**src/rtl/clk_cfg_pkg.sv**
```systemverilog
// Shared types and constants for the APB-to-clk_gen configuration bridge.
package clk_cfg_pkg;

  typedef enum logic [1:0] {
    CH_SOC     = 2'd0,
    CH_PER     = 2'd1,
    CH_CLUSTER = 2'd2,
    CH_LOCAL   = 2'd3
  } clk_cfg_ch_e;

  typedef enum logic [1:0] {
    IDLE = 2'd0,
    REQ  = 2'd1,
    RESP = 2'd2
  } clk_cfg_state_e;

  localparam int unsigned CH_MSB  = 8;
  localparam int unsigned CH_LSB  = 7;
  localparam int unsigned ADD_MSB = 6;
  localparam int unsigned ADD_LSB = 2;
  localparam logic [4:0]  STATUS_OFFS = 5'd0;

  localparam int unsigned NUM_CH = 3;
  localparam int unsigned ADD_W  = 5;
  localparam int unsigned DATA_W = 32;
  localparam int unsigned CNT_W  = 10;

  // Command presented on one clk_gen cfg channel.
  typedef struct packed {
    logic [ADD_W-1:0]  add;
    logic [DATA_W-1:0] data;
    logic              wrn;
  } clk_cfg_cmd_t;

endpackage

```
**src/rtl/clk_cfg_lock_sync.sv**
```systemverilog
// Flop-chain synchronizer bringing an asynchronous PLL lock into clk_i.
module clk_cfg_lock_sync #(
  parameter int unsigned STAGES = 2
) (
  input  logic clk_i,
  input  logic rstn_i,
  input  logic async_i,
  output logic sync_o
);

  logic [STAGES-1:0] r_chain;

  // Shift the async level through the chain; clear on reset.
  always_ff @(posedge clk_i) begin
    if (!rstn_i) r_chain <= '0;
    else         r_chain <= {r_chain[STAGES-2:0], async_i};
  end

  assign sync_o = r_chain[STAGES-1];

endmodule

```
**src/rtl/apb_clk_cfg_if.sv**
```systemverilog
// APB slave bridging register accesses onto the soc/per/cluster clk_gen cfg
// channels, with a local STATUS register and an ack timeout.
module apb_clk_cfg_if
  import clk_cfg_pkg::*;
#(
  parameter int unsigned APB_ADDR_WIDTH = 12,
  parameter int unsigned TIMEOUT_CYCLES = 255,
  parameter int unsigned SYNC_STAGES    = 2
) (
  input  logic                      clk_i,
  input  logic                      rstn_i,
  input  logic [APB_ADDR_WIDTH-1:0] paddr_i,
  input  logic [31:0]               pwdata_i,
  input  logic                      pwrite_i,
  input  logic                      psel_i,
  input  logic                      penable_i,
  output logic [31:0]               prdata_o,
  output logic                      pready_o,
  output logic                      pslverr_o,
  output logic                      soc_cfg_req_o,
  output logic [4:0]                soc_cfg_add_o,
  output logic [31:0]               soc_cfg_data_o,
  output logic                      soc_cfg_wrn_o,
  input  logic                      soc_cfg_ack_i,
  input  logic [31:0]               soc_cfg_r_data_i,
  input  logic                      soc_cfg_lock_i,
  output logic                      per_cfg_req_o,
  output logic [4:0]                per_cfg_add_o,
  output logic [31:0]               per_cfg_data_o,
  output logic                      per_cfg_wrn_o,
  input  logic                      per_cfg_ack_i,
  input  logic [31:0]               per_cfg_r_data_i,
  input  logic                      per_cfg_lock_i,
  output logic                      cluster_cfg_req_o,
  output logic [4:0]                cluster_cfg_add_o,
  output logic [31:0]               cluster_cfg_data_o,
  output logic                      cluster_cfg_wrn_o,
  input  logic                      cluster_cfg_ack_i,
  input  logic [31:0]               cluster_cfg_r_data_i,
  input  logic                      cluster_cfg_lock_i
);

  clk_cfg_state_e    r_state, w_state_nxt;
  clk_cfg_ch_e       r_ch, w_ch_nxt, w_ch_dec;
  logic [CNT_W-1:0]  r_cnt, w_cnt_nxt;
  clk_cfg_cmd_t      r_cmd [NUM_CH];
  clk_cfg_cmd_t      w_cmd_nxt [NUM_CH];
  logic [NUM_CH-1:0] r_req, w_req_nxt;
  logic [DATA_W-1:0] r_prdata, w_prdata_nxt;
  logic              r_pslverr, w_pslverr_nxt;
  logic              r_pready, w_pready_nxt;

  logic [NUM_CH-1:0] w_lock_async, w_lock_s, w_ack_vec;
  logic [DATA_W-1:0] w_rdata_vec [NUM_CH];
  logic              w_ack_sel;
  logic [DATA_W-1:0] w_rdata_sel;
  logic [ADD_W-1:0]  w_add_dec;
  logic              w_unused_addr;

  assign w_ch_dec      = clk_cfg_ch_e'(paddr_i[CH_MSB:CH_LSB]);
  assign w_add_dec     = paddr_i[ADD_MSB:ADD_LSB];
  assign w_unused_addr = ^{paddr_i[1:0], paddr_i[APB_ADDR_WIDTH-1:CH_MSB+1]};

  assign w_lock_async   = {cluster_cfg_lock_i, per_cfg_lock_i, soc_cfg_lock_i};
  assign w_ack_vec      = {cluster_cfg_ack_i, per_cfg_ack_i, soc_cfg_ack_i};
  assign w_rdata_vec[0] = soc_cfg_r_data_i;
  assign w_rdata_vec[1] = per_cfg_r_data_i;
  assign w_rdata_vec[2] = cluster_cfg_r_data_i;

  // One synchronizer per PLL lock feeding the STATUS register.
  for (genvar g = 0; g < int'(NUM_CH); g++) begin : g_lock
    clk_cfg_lock_sync #(.STAGES(SYNC_STAGES)) u_sync (
      .clk_i   (clk_i),
      .rstn_i  (rstn_i),
      .async_i (w_lock_async[g]),
      .sync_o  (w_lock_s[g])
    );
  end

  // Pick ack and read data of the latched channel; others are ignored.
  always_comb begin
    w_ack_sel   = 1'b0;
    w_rdata_sel = '0;
    for (int i = 0; i < int'(NUM_CH); i++) begin
      if (r_ch == clk_cfg_ch_e'(2'(i))) begin
        w_ack_sel   = w_ack_vec[i];
        w_rdata_sel = w_rdata_vec[i];
      end
    end
  end

  // Next-state logic: decode, handshake, timeout and response capture.
  always_comb begin
    w_state_nxt   = r_state;
    w_ch_nxt      = r_ch;
    w_cnt_nxt     = r_cnt;
    w_cmd_nxt     = r_cmd;
    w_prdata_nxt  = r_prdata;
    w_pslverr_nxt = r_pslverr;
    w_req_nxt     = '0;
    w_pready_nxt  = 1'b0;

    case (r_state)
      IDLE: begin
        if (psel_i && penable_i) begin
          if (w_ch_dec == CH_LOCAL) begin
            w_state_nxt = RESP;
            if (!pwrite_i && (w_add_dec == STATUS_OFFS)) begin
              w_prdata_nxt  = DATA_W'(w_lock_s);
              w_pslverr_nxt = 1'b0;
            end else begin
              w_prdata_nxt  = '0;
              w_pslverr_nxt = 1'b1;
            end
          end else begin
            w_state_nxt = REQ;
            w_ch_nxt    = w_ch_dec;
            w_cnt_nxt   = '0;
            for (int i = 0; i < int'(NUM_CH); i++) begin
              if (w_ch_dec == clk_cfg_ch_e'(2'(i))) begin
                w_cmd_nxt[i] = '{add: w_add_dec, data: pwdata_i, wrn: pwrite_i};
              end
            end
          end
        end
      end
      REQ: begin
        if (w_ack_sel) begin
          w_state_nxt   = RESP;
          w_cnt_nxt     = '0;
          w_prdata_nxt  = r_cmd[r_ch[1:0]].wrn ? '0 : w_rdata_sel;
          w_pslverr_nxt = 1'b0;
        end else if (r_cnt == CNT_W'(TIMEOUT_CYCLES - 1)) begin
          w_state_nxt   = RESP;
          w_cnt_nxt     = '0;
          w_prdata_nxt  = '0;
          w_pslverr_nxt = 1'b1;
        end else begin
          w_cnt_nxt = r_cnt + CNT_W'(1);
        end
      end
      RESP:    w_state_nxt = IDLE;
      default: w_state_nxt = IDLE;
    endcase

    for (int i = 0; i < int'(NUM_CH); i++) begin
      w_req_nxt[i] = (w_state_nxt == REQ) && (w_ch_nxt == clk_cfg_ch_e'(2'(i)));
    end
    w_pready_nxt = (w_state_nxt == RESP);
  end

  // State and output registers with synchronous active-low reset.
  always_ff @(posedge clk_i) begin
    if (!rstn_i) begin
      r_state   <= IDLE;
      r_ch      <= CH_SOC;
      r_cnt     <= '0;
      r_req     <= '0;
      r_prdata  <= '0;
      r_pslverr <= 1'b0;
      r_pready  <= 1'b0;
      for (int i = 0; i < int'(NUM_CH); i++) r_cmd[i] <= '0;
    end else begin
      r_state   <= w_state_nxt;
      r_ch      <= w_ch_nxt;
      r_cnt     <= w_cnt_nxt;
      r_req     <= w_req_nxt;
      r_prdata  <= w_prdata_nxt;
      r_pslverr <= w_pslverr_nxt;
      r_pready  <= w_pready_nxt;
      r_cmd     <= w_cmd_nxt;
    end
  end

  assign prdata_o  = r_prdata;
  assign pready_o  = r_pready;
  assign pslverr_o = r_pslverr;

  assign soc_cfg_req_o      = r_req[0];
  assign soc_cfg_add_o      = r_cmd[0].add;
  assign soc_cfg_data_o     = r_cmd[0].data;
  assign soc_cfg_wrn_o      = r_cmd[0].wrn;
  assign per_cfg_req_o      = r_req[1];
  assign per_cfg_add_o      = r_cmd[1].add;
  assign per_cfg_data_o     = r_cmd[1].data;
  assign per_cfg_wrn_o      = r_cmd[1].wrn;
  assign cluster_cfg_req_o  = r_req[2];
  assign cluster_cfg_add_o  = r_cmd[2].add;
  assign cluster_cfg_data_o = r_cmd[2].data;
  assign cluster_cfg_wrn_o  = r_cmd[2].wrn;

endmodule
```
**config.mk**
```make
export PLATFORM = sky130hd
export DESIGN_NAME = apb_clk_cfg_if
export DESIGN_NICKNAME = d
export VERILOG_FILES = /design/src/rtl/clk_cfg_pkg.sv /design/src/rtl/clk_cfg_lock_sync.sv /design/src/rtl/apb_clk_cfg_if.sv
export SDC_FILE = /design/constraint.sdc
export NUM_CORES = 1
export LEC_CHECK = 0
export ABC_AREA = 1
export BUFFER_PORTS_ARGS = -buffer_cell sky130_fd_sc_hd__buf_2
export CORE_ASPECT_RATIO = 0.9
export CORE_MARGIN = 10
export CORE_UTILIZATION = 50
export CTS_BUF_LIST = sky130_fd_sc_hd__clkbuf_8
export CTS_CLUSTER_SIZE = 14
export DETAILED_ROUTE_END_ITERATION = 10
export HOLD_SLACK_MARGIN = 0.1
export PLACE_DENSITY_LB_ADDON = 0.1
export SLEW_MARGIN = 10
export SYNTH_ARGS = -nofsm -noshare
export SYNTH_HDL_FRONTEND = slang
export SYNTH_SLANG_ARGS = --single-unit
```
**constraint.sdc**
```tcl
create_clock -name clk_i -period 2 [get_ports clk_i]
set_input_delay 0.3 -clock clk_i [delete_from_list [all_inputs] [get_ports clk_i]]
set_output_delay 0.3 -clock clk_i [all_outputs]
set_load 0.1 [all_outputs]
```
==> out/metrics.yaml, run 1 <==
floorplanning:
  coreArea_um2: 14160
  row_count: 41
  dieHeight_um: 134.5
  io_pins: 302
  die_w_um: 147.2
  die_area_um2: 19800
  start_util: 0.5142
worst_setup_path:
  critPathMaxFanout: 33
  critical_path_required_ns: 2.35
  worstSetupPathType: "flop to flop"
  cpPeakStageDelay_ns: 0.63
  cp_common_cell: "nand2_1"
  worstPathCellList: "inv_4 > nand3_2 > nand2_1 > nor2_1 > nand3_2 > nand2_2 > buf_12 > nand2_1 > nand2_1 > nor2_1"
  timing.rr.start: "r_ch[0]"
  critPathTopFamily: "simple AND/OR/NAND/NOR gates"
  cp-start-kind: "flop"
  arrival_ns: 2.12
  regToRegSetupSlack_ns: 0.23
  r2r_end: "prdata_o[18]"
  cp-end-kind: "flop"
  cp.depth: 10
  ff2ff_path_depth: 10
  path_buf_inv: 2
  crit_path_top_delay_cell: "dfxtp_1"
clock_network:
  clkLatencyLatePin_ns: 0.46
  cts.sinks: 171
  cts_root_buffer: "clkbuf_8"
  cts-htree-levels: 4
  clk_pin_slew_worst_paths_ns: 0.09
  cts.path.max_buffers: 2
  cts_tree: "done"
  cts-buffers-inserted: 17
final_layout:
  seq_area_um2: 3423
  antenna_cells: 0
  nets: 1489
  n_fill_cell: 1367
  syn_to_final_growth_pct: 31.17
  multi_input_area_um2: 3297
  final_cell_area_um2: 9550
  layout-drive-gt1-share: 0.2765
placement:
  portBuffers: 296
  placed_cell_area_um2: 8848
  gp_congestion: 0.9121
  preCtsSetupSlack_ns: 0.2548
  dp_hpwl_um: 17940
yosys:
  yosys_register_bits: 171
  syn_nets: 1193
  ys_seq_area_frac: 0.4702
  synthDistinctLibCells: 24
  ys_warn_count: 0
  synth_area_um2: 7281
  synth_cells: 1040
  avgSynthCellArea_um2: 7.001
global_routing:
  grt-ovfl-total: 0
  antenna_found_initial: 0
  grt_usage: 0.2424
  grt_pass1_vias: 7313
  grt_first_pass_wirelength_um: 39300
  grt_max_degree: 141
power_and_ir_drop:
  p_int_w: 0.005170
  power_density_nw_per_um2: 839.7
  p_leak_nw: 4.789
  power_frac_seq: 0.451
  clock_power_share: 0.310
  ir_worst_vdd_mv: 0.8012
  switching_power_w: 0.002850
  netSwitchingFraction: 0.3554
  pwr-share-comb: 0.238
detailed_routing:
  vias: 7658
  drt_iter0_drc: 565
  route.detailed.drc: 0
  firstDrtPassIters: 5
  finalWirelength_um: 24980
  wl_per_cell_um: 16.20
  ant_nets: 0
  via_per_inst: 4.966
timing:
  rsz0062_at_grt: "false"
  postLayoutSetupSlackWorst_ns: 0.2290
  period_needed_ns: 1.771
  slew_headroom: 0.5019
  drv_slew: 0
  setup_viol: 0
  finalSetupTns_ns: 0
  fmax_mhz: 564.6
  period_share: 0.8855
  finalHoldViolCount: 0
  finalClockSkew_ns: 0.01260
  max_slew.worst_pin.slew_ns: 0.7471
hold_path:
  hold_depth: 3
  min_from: "pwdata_i[11]"
  hp-class: "primary input to flop"
  worstHoldEndpoint: "per_cfg_data_o[11]"
status:
  outcome: "completed"
job:
  cap_violations: 0
[flip-flops by register name, indices dropped and copies added (netlist names)]
| name | flops |
|---|---|
| cluster_cfg_data_o | 32 |
| per_cfg_data_o | 32 |
| prdata_o | 32 |
| soc_cfg_data_o | 32 |
| r_cnt | 10 |
| g_lock.u_sync.r_chain | 6 |
| cluster_cfg_add_o | 5 |
| per_cfg_add_o | 5 |
| soc_cfg_add_o | 5 |
| r_req | 3 |
| r_ch | 2 |
| r_state | 2 |
| cluster_cfg_wrn_o | 1 |
| per_cfg_wrn_o | 1 |
| pready_o | 1 |
| pslverr_o | 1 |
| soc_cfg_wrn_o | 1 |
[how the worst max path moves through the flow]
stage	from	end	slack (ns)
after floorplan	cluster_cfg_wrn_o	prdata_o[11]	0.07
after global placement	r_ch[0]	prdata_o[22]	0.30
after detailed placement	r_ch[0]	prdata_o[22]	0.25
after CTS	r_ch[0]	prdata_o[18]	0.25
after global routing	r_ch[0]	prdata_o[18]	0.05
final	r_ch[0]	prdata_o[18]	0.23
[layer usage]
metal | routed length (um) | track usage | share of wire | up-vias
li1 | - | - | - | 3936
met1 | 10630 | 0.3002 | 0.43 | 3464
met2 | 12010 | 0.3951 | 0.48 | 222
met3 | 1884 | 0.08049 | 0.075 | 36
met4 | 453 | 0.06711 | 0.018 | 0
met5 | 0 | 0 | 0 | -
[timing repair]
action	in CTS	in global routing
hold buffers	30	0
gates resized for setup	0	0
setup buffers	0	0
endpoints found under the hold margin	45	0
setup endpoints to repair	0	0
[power groups by stage]
stage	Combinational (W)	Sequential, W	Clock (W)
3_5_place_dp	0.00186	0.00370	0
3_3_place_gp	0.00185	0.00369	0
6_report	0.00191	0.00362	0.00249
5_1_grt	0.00204	0.00364	0.00268
2_1_floorplan	0.000526	0.00458	0
4_1_cts	0.00191	0.00362	0.00252
[stage by stage]
stage	util	hold WS (ns)	power (W)	instances
after floorplan	-	0.3905	0.005104	1040
after global placement	0.6250	0.3938	0.005545	1480
final	0.6745	0.1149	0.008020	1542
after CTS	0.6745	0.1024	0.008055	1542
after detailed placement	0.6250	0.3987	0.005559	1480
after global routing	0.6745	0.1179	0.008363	1542
[layout make-up]
type	instances	share of cell area
Sequential cell	171	0.3584
Multi-Input combinational cell	744	0.3452
Timing Repair Buffer	346	0.2065
Clock buffer	19	0.02738
Tap cell	193	0.02528
Inverter	56	0.02253
Clock inverter	13	0.01467
[tightest hold or removal path, delay by kind of cell]
family                 cells  cell delay (ns)
buffers and inverters      1             0.09
AND/OR/NAND/NOR            2             0.14
[Yosys cell counts]
library cell,number,area share
a21oi_1,21,0.014
buf_1,1,0.00052
buf_2,24,0.016
buf_4,9,0.0093
buf_6,3,0.0046
clkbuf_1,32,0.016
dfxtp_1,171,0.47
ha_1,2,0.0034
inv_1,46,0.024
inv_2,8,0.0041
inv_4,2,0.0017
nand2_1,124,0.064
nand2_2,3,0.0026
nand3_1,121,0.083
nand3_2,7,0.0096
nand4_1,21,0.018
nor2_1,315,0.16
nor2_2,2,0.0017
nor2_4,4,0.0062
nor3_1,1,0.00069
o21ai_0,57,0.039
o21ai_1,62,0.043
xnor2_1,2,0.0024
xor2_1,2,0.0024
[cells in the final DEF (no fill, tap or decap)]
cell / instances
nor2_1: 315
buf_2: 295
dfxtp_1: 171
nand2_1: 124
nand3_1: 121
o21ai_1: 62
o21ai_0: 57
inv_1: 47
dlygate4sd3_1: 30
nand4_1: 21
a21oi_1: 21
clkbuf_8: 19
buf_4: 18
inv_2: 8
nand3_2: 7
nor2_4: 4
inv_6: 4
nand2_2: 3
clkinv_2: 3
buf_12: 3
nor2_2: 2
inv_4: 2
xor2_1: 2
xnor2_1: 2
ha_1: 2
clkinvlp_4: 2
bufinv_16: 2
nor3_1: 1
inv_8: 1
[kinds of logic after synthesis]
family | after synthesis | synth area share
adder cells (fa/ha/maj) | 2 | 0.003436
AO/OA/AOI/OAI | 140 | 0.09624
buffers and inverters | 125 | 0.07699
XOR/XNOR | 4 | 0.004813
AND/OR/NAND/NOR | 598 | 0.3483
flip-flops | 171 | 0.4702
Note: power is estimated with default switching activity, not from simulation.
==> run 2, diff against run 1 <==
- ABC_AREA: 1 -> 0
==> out/metrics.yaml, run 2 <==
status:
  outcome: "completed"
hold_path:
  hp-class: "primary input to flop"
  min_from: "pwdata_i[8]"
  hold_depth: 3
  worstHoldEndpoint: "per_cfg_data_o[8]"
worst_setup_path:
  worstSetupPathType: "flop to flop"
  path_buf_inv: 1
  regToRegSetupSlack_ns: 0.09
  worstPathCellList: "mux2_1 > a22oi_2 > a2111o_1 > buf_12 > o22ai_1 > and2_1"
  critical_path_required_ns: 2.35
  timing.rr.start: "r_ch[0]"
  critPathTopFamily: "compound AO/OA/AOI/OAI gates"
  cpPeakStageDelay_ns: 0.40
  critPathMaxFanout: 32
  cp-end-kind: "flop"
  crit_path_top_delay_cell: "dfxtp_2"
  ff2ff_path_depth: 6
  arrival_ns: 2.25
  r2r_end: "prdata_o[18]"
  cp-start-kind: "flop"
timing:
  finalHoldViolCount: 0
  drv_slew: 0
  finalClockSkew_ns: 0.01171
  period_share: 0.9531
  setup_viol: 0
  max_slew.worst_pin.slew_ns: 0.5281
  finalSetupTns_ns: 0
  fmax_mhz: 524.6
  slew_headroom: 0.6504
  period_needed_ns: 1.906
  whs_ns: 0.1206
clock_network:
  cts.path.max_buffers: 2
  cts_tree: "done"
  cts-htree-levels: 4
  clkLatencyLatePin_ns: 0.45
  cts-buffers-inserted: 17
  cts.sinks: 171
  clk_pin_slew_worst_paths_ns: 0.09
  cts_root_buffer: "clkbuf_8"
global_routing:
  antenna_found_initial: 1
  busiest_layer: "met2"
  grt_pass1_vias: 7080
  grt_max_degree: 87
  grt-ovfl-total: 0
  grt_use_met1: 0.2646
  grt_usage: 0.2316
  grt_first_pass_wirelength_um: 37280
  grt_util_met2: 0.3874
  grtUsageMet3: 0.1009
yosys:
  synth_cells: 865
  synth_most_common_cell: "nand2_1"
  yosysTopAreaCell: "dfxtp_1"
  synth_top_area_frac: 0.4777
  yosys.area_share.xor_xnor: 0.01100
  ys_seq_area_frac: 0.4777
  ys_warn_count: 0
  synth_area_um2: 7167
  avgSynthCellArea_um2: 8.285
  async_reset_ff_frac: 0
  synthFlopType: "dfxtp_1"
  synth_top_cells_by_area: "dfxtp_1 (48%), nand2_1 (14%), a21boi_0 (12%)"
  synthTopCellsByCount: "nand2_1 (268), dfxtp_1 (171), a21boi_0 (115)"
  synthDistinctLibCells: 41
  yosys_register_bits: 171
  yosys.area_share.simple: 0.2299
  synth_compound_area_frac: 0.1910
  synthAdderAreaFrac: 0.003492
  syn_nets: 1018
  synth_mux_area_frac: 0.04766
  synth_edf_count: 0
  synth_top_family_by_area: "simple AND/OR/NAND/NOR gates"
detailed_routing:
  ant_nets: 0
  route.detailed.drc: 0
  wl_per_cell_um: 17.02
  drt_iter0_drc: 339
  firstDrtPassIters: 4
  via_per_inst: 5.066
  vias: 6991
  finalWirelength_um: 23490
final_layout:
  layout-drive-gt1-share: 0.3086
  fin_cells: 1380
  syn_to_final_growth_pct: 34.99
  layout_common_cells: "buf_2 (295), nand2_1 (267), dfxtp_1 (170)"
  final_util: 0.6883
  final_common_cell: "buf_2"
  nets: 1326
placement:
  gp_congestion: 0.8540
  dp_hpwl_um: 16760
  placed_cells: 1317
  portBuffers: 296
floorplanning:
  start_util: 0.5099
  io_pins: 302
  die_w_um: 146.2
  row_count: 41
  coreArea_um2: 14060
  die_area_um2: 19530
  dieHeight_um: 133.6
power_and_ir_drop:
  finalPower_w: 0.007584
  ir_worst_vdd_mv: 0.6473
  power_density_nw_per_um2: 784.0
  p_leak_nw: 4.242
job:
  cap_violations: 0
run 2: cell count changes in the layout (fill, tap and decap cells not counted), sizes merged, moves of 30 or more:
cell	change
mux2i	+33
a21boi	+115
nand2	+141
inv	-56
nor2	-272
o21ai	-119
and2	+37
nand3	-124
o22ai	+30
run 2: timing repair:
item,CTS,global route
hold endpoints to repair,60,0
endpoints found under the setup margin,0,87
buffers inserted,0,0
hold buffers,30,0
resized for setup,0,5
run 2: worst max path at each step:
stage          slack (ns)          start  cells past startpoint           end
2_1_floorplan        0.08  per_cfg_wrn_o                      6  prdata_o[11]
4_1_cts               0.1        r_ch[0]                      5      r_cnt[1]
3_5_place_dp         0.13        r_ch[0]                      5      r_cnt[1]
5_1_grt             -0.01        r_ch[1]                      6   prdata_o[1]
3_3_place_gp         0.16       r_cnt[0]                      8  prdata_o[30]
6_report             0.09        r_ch[0]                      6  prdata_o[18]
run 2: cell type report:
cell class,instances,area [um2]
Fill cell,1204,4382
Multi-Input combinational cell,627,3493
Sequential cell,171,3425
Timing Repair Buffer,353,2062
Clock buffer,18,247.7
Tap cell,193,241.5
Clock inverter,14,191.4
Inverter,3,11.26
Antenna cell,1,2.502
run 2: report_power, final:
group          switching [W]  internal (W)
logic               0.000965      0.000409
registers          0.0000448       0.00349
clock network        0.00127       0.00140
run 2: worst reg2reg max path, cell delays in order, from the launching register on:
cell and delay, ns:
dfxtp_2 0.40, mux2_1 0.36, a22oi_2 0.35, a2111o_1 0.23, buf_12 0.19, o22ai_1 0.12
and2_1 0.15
run 2: layer usage:
layer,vias to the layer above,share of wire
met1,3223,0.42
met5,-,0
met2,237,0.47
met4,0,0.014
li1,3508,-
met3,23,0.097
run 2: cell families (layout without fill, tap and decap cells):
kind of cell	count (synthesis)	after routing
other cells	0	1
fa+ha+maj	2	2
buf+inv	67	388
flops	171	171
compound gates	195	195
xor+xnor	9	9
mux	34	34
simple gates	387	387
run 2: metrics by stage:
step	setup slack [ns]	area (um2)
finish	0.09386	9674
global route	-0.01479	9672
CTS	0.09633	9652
detailed placement	0.1304	8912
global placement	0.1556	8912
floorplan	0.08391	7167
==> run 3, diff against run 2 <==
- CAP_MARGIN: not set -> 5
- CORE_UTILIZATION: 50 -> 36
==> out/metrics.yaml, run 3 (same netlist as run 2, synthesis figures left out) <==
floorplanning:
  dieHeight_um: 153.9
  start_util: 0.3695
  die_w_um: 168.7
  coreArea_um2: 19400
  row_count: 48
  die_area_um2: 25960
  io_pins: 302
timing:
  slew_headroom: 0.6360
  setup_viol: 0
  finalClockSkew_ns: 0.01488
  period_share: 0.9199
  drv_slew: 0
  finalHoldViolCount: 0
  whs_ns: 0.1368
  period_needed_ns: 1.840
  fmax_mhz: 543.5
  rsz0062_at_grt: "false"
  max_slew.worst_pin.slew_ns: 0.5497
  finalSetupTns_ns: 0
power_and_ir_drop:
  p_leak_nw: 4.274
  ir_worst_vdd_mv: 0.4212
  power_density_nw_per_um2: 764.7
worst_setup_path:
  critical_path_required_ns: 2.34
  ff2ff_path_depth: 8
  cpPeakStageDelay_ns: 0.36
  arrival_ns: 2.18
  crit_path_top_delay_cell: "dfxtp_1"
  worstSetupPathType: "flop to flop"
  critPathMaxFanout: 33
  worstPathCellList: "inv_1 > ha_1 > nor3b_1 > nand4_1 > a21oi_2 > buf_12 > o221ai_1 > o211a_1"
  cp-end-kind: "flop"
  cp-start-kind: "flop"
global_routing:
  grt-ovfl-total: 0
  grt_first_pass_wirelength_um: 38520
  grt_pass1_vias: 6968
  antenna_found_initial: 0
  grt_max_degree: 88
  grt_usage: 0.1819
clock_network:
  clk_pin_slew_worst_paths_ns: 0.09
  cts.path.max_buffers: 2
  clkLatencyLatePin_ns: 0.45
  post-cts-setup-buffers: 0
  cts-buffers-inserted: 17
  cts-htree-levels: 4
  cts_root_buffer: "clkbuf_8"
  cts.sinks: 171
  cts_tree: "done"
final_layout:
  n_fill_cell: 1923
  seq_area_um2: 3425
  final_common_cell: "buf_2"
  nets: 1333
  multi_input_area_um2: 3481
  layout_common_cells: "buf_2 (295), nand2_1 (267), dfxtp_1 (170)"
  antenna_cells: 0
  layout-drive-gt1-share: 0.3037
  syn_to_final_growth_pct: 36.75
detailed_routing:
  route.detailed.drc: 0
  vias: 6888
  drt_iter0_drc: 286
  wl_per_cell_um: 17.06
  firstDrtPassIters: 5
  ant_nets: 0
  via_per_inst: 4.777
  finalWirelength_um: 24600
status:
  outcome: "completed"
placement:
  dp_hpwl_um: 17380
  gp_congestion: 0.7880
  portBuffers: 296
hold_path:
  hold_depth: 3
  hp-class: "primary input to flop"
job:
  cap_violations: 0
==> run 3: cell count changes in the layout (fill, tap and decap cells not counted), sizes merged <==
cell and delta:
diode -1, buf +1, dlygate4sd3 +6, bufinv -1
clkinvlp +1, clkbuf +2, clkinv -3
==> run 3: final timing paths <==
kind,to,from,slack [ns]
setup reg to reg,prdata_o[2],r_cnt[0],0.16
hold reg to reg,g_lock[1].u_sync.r_chain[1],g_lock[1].u_sync.r_chain[0],0.43
hold / removal,soc_cfg_add_o[2],paddr_i[4],0.14
setup / recovery,prdata_o[2],r_cnt[0],0.16
==> run 3: final cells by class <==
class                      instances  share of cell area
clock inverter                    11             0.01443
inverter                           3            0.001149
sequential                       171              0.3494
clock buffer                      20             0.02809
timing repair buffer             360              0.2198
tap                              250             0.03192
multi-input combinational        627              0.3552
==> run 3: layer usage <==
layer  wire length [um]  global-route usage  up-vias
met5                  0                   0        -
met4                350             0.04805        0
li1                   -                   -     3502
met2              10990              0.2862      225
met1              10650              0.2176     3147
met3               2610             0.08639       14
==> run 3: worst max-delay path, delay by kind of cell (launching register included) <==
kind                     cells  cell delay (ns)
AND/OR/NAND/NOR              2             0.41
buffers and inverters        2             0.28
flip-flops                   1             0.36
adder cells (fa/ha/maj)      1             0.14
AO/OA/AOI/OAI                3             0.54
==> run 3: per-stage QoR <==
stage | utilization | total power (W) | area [um2] | setup slack (ns) | instances
after global placement | 0.4648 | 0.004944 | 9016 | 0.1262 | 1375
final | 0.5052 | 0.007495 | 9801 | 0.1602 | 1442
after global routing | 0.5052 | 0.007843 | 9801 | 0.01944 | 1442
after detailed placement | 0.4648 | 0.004949 | 9016 | 0.1173 | 1375
after CTS | 0.5048 | 0.007611 | 9793 | 0.08709 | 1442
after floorplan | - | 0.004544 | 7167 | 0.08391 | 865
==> run 3: timing repair <==
| action | in CTS | in global routing |
|---|---|---|
| hold endpoints to repair | 101 | 0 |
| endpoints found under the setup margin | 0 | 7 |
| hold buffers | 36 | 0 |
| resized for setup | 0 | 2 |
==> run 3: report_power, final <==
group          internal [W]  switching [W]  total [W]
clock               0.00133        0.00125    0.00258
sequential          0.00349      0.0000466    0.00354
combinational      0.000417       0.000965    0.00138
total               0.00523        0.00226    0.00749
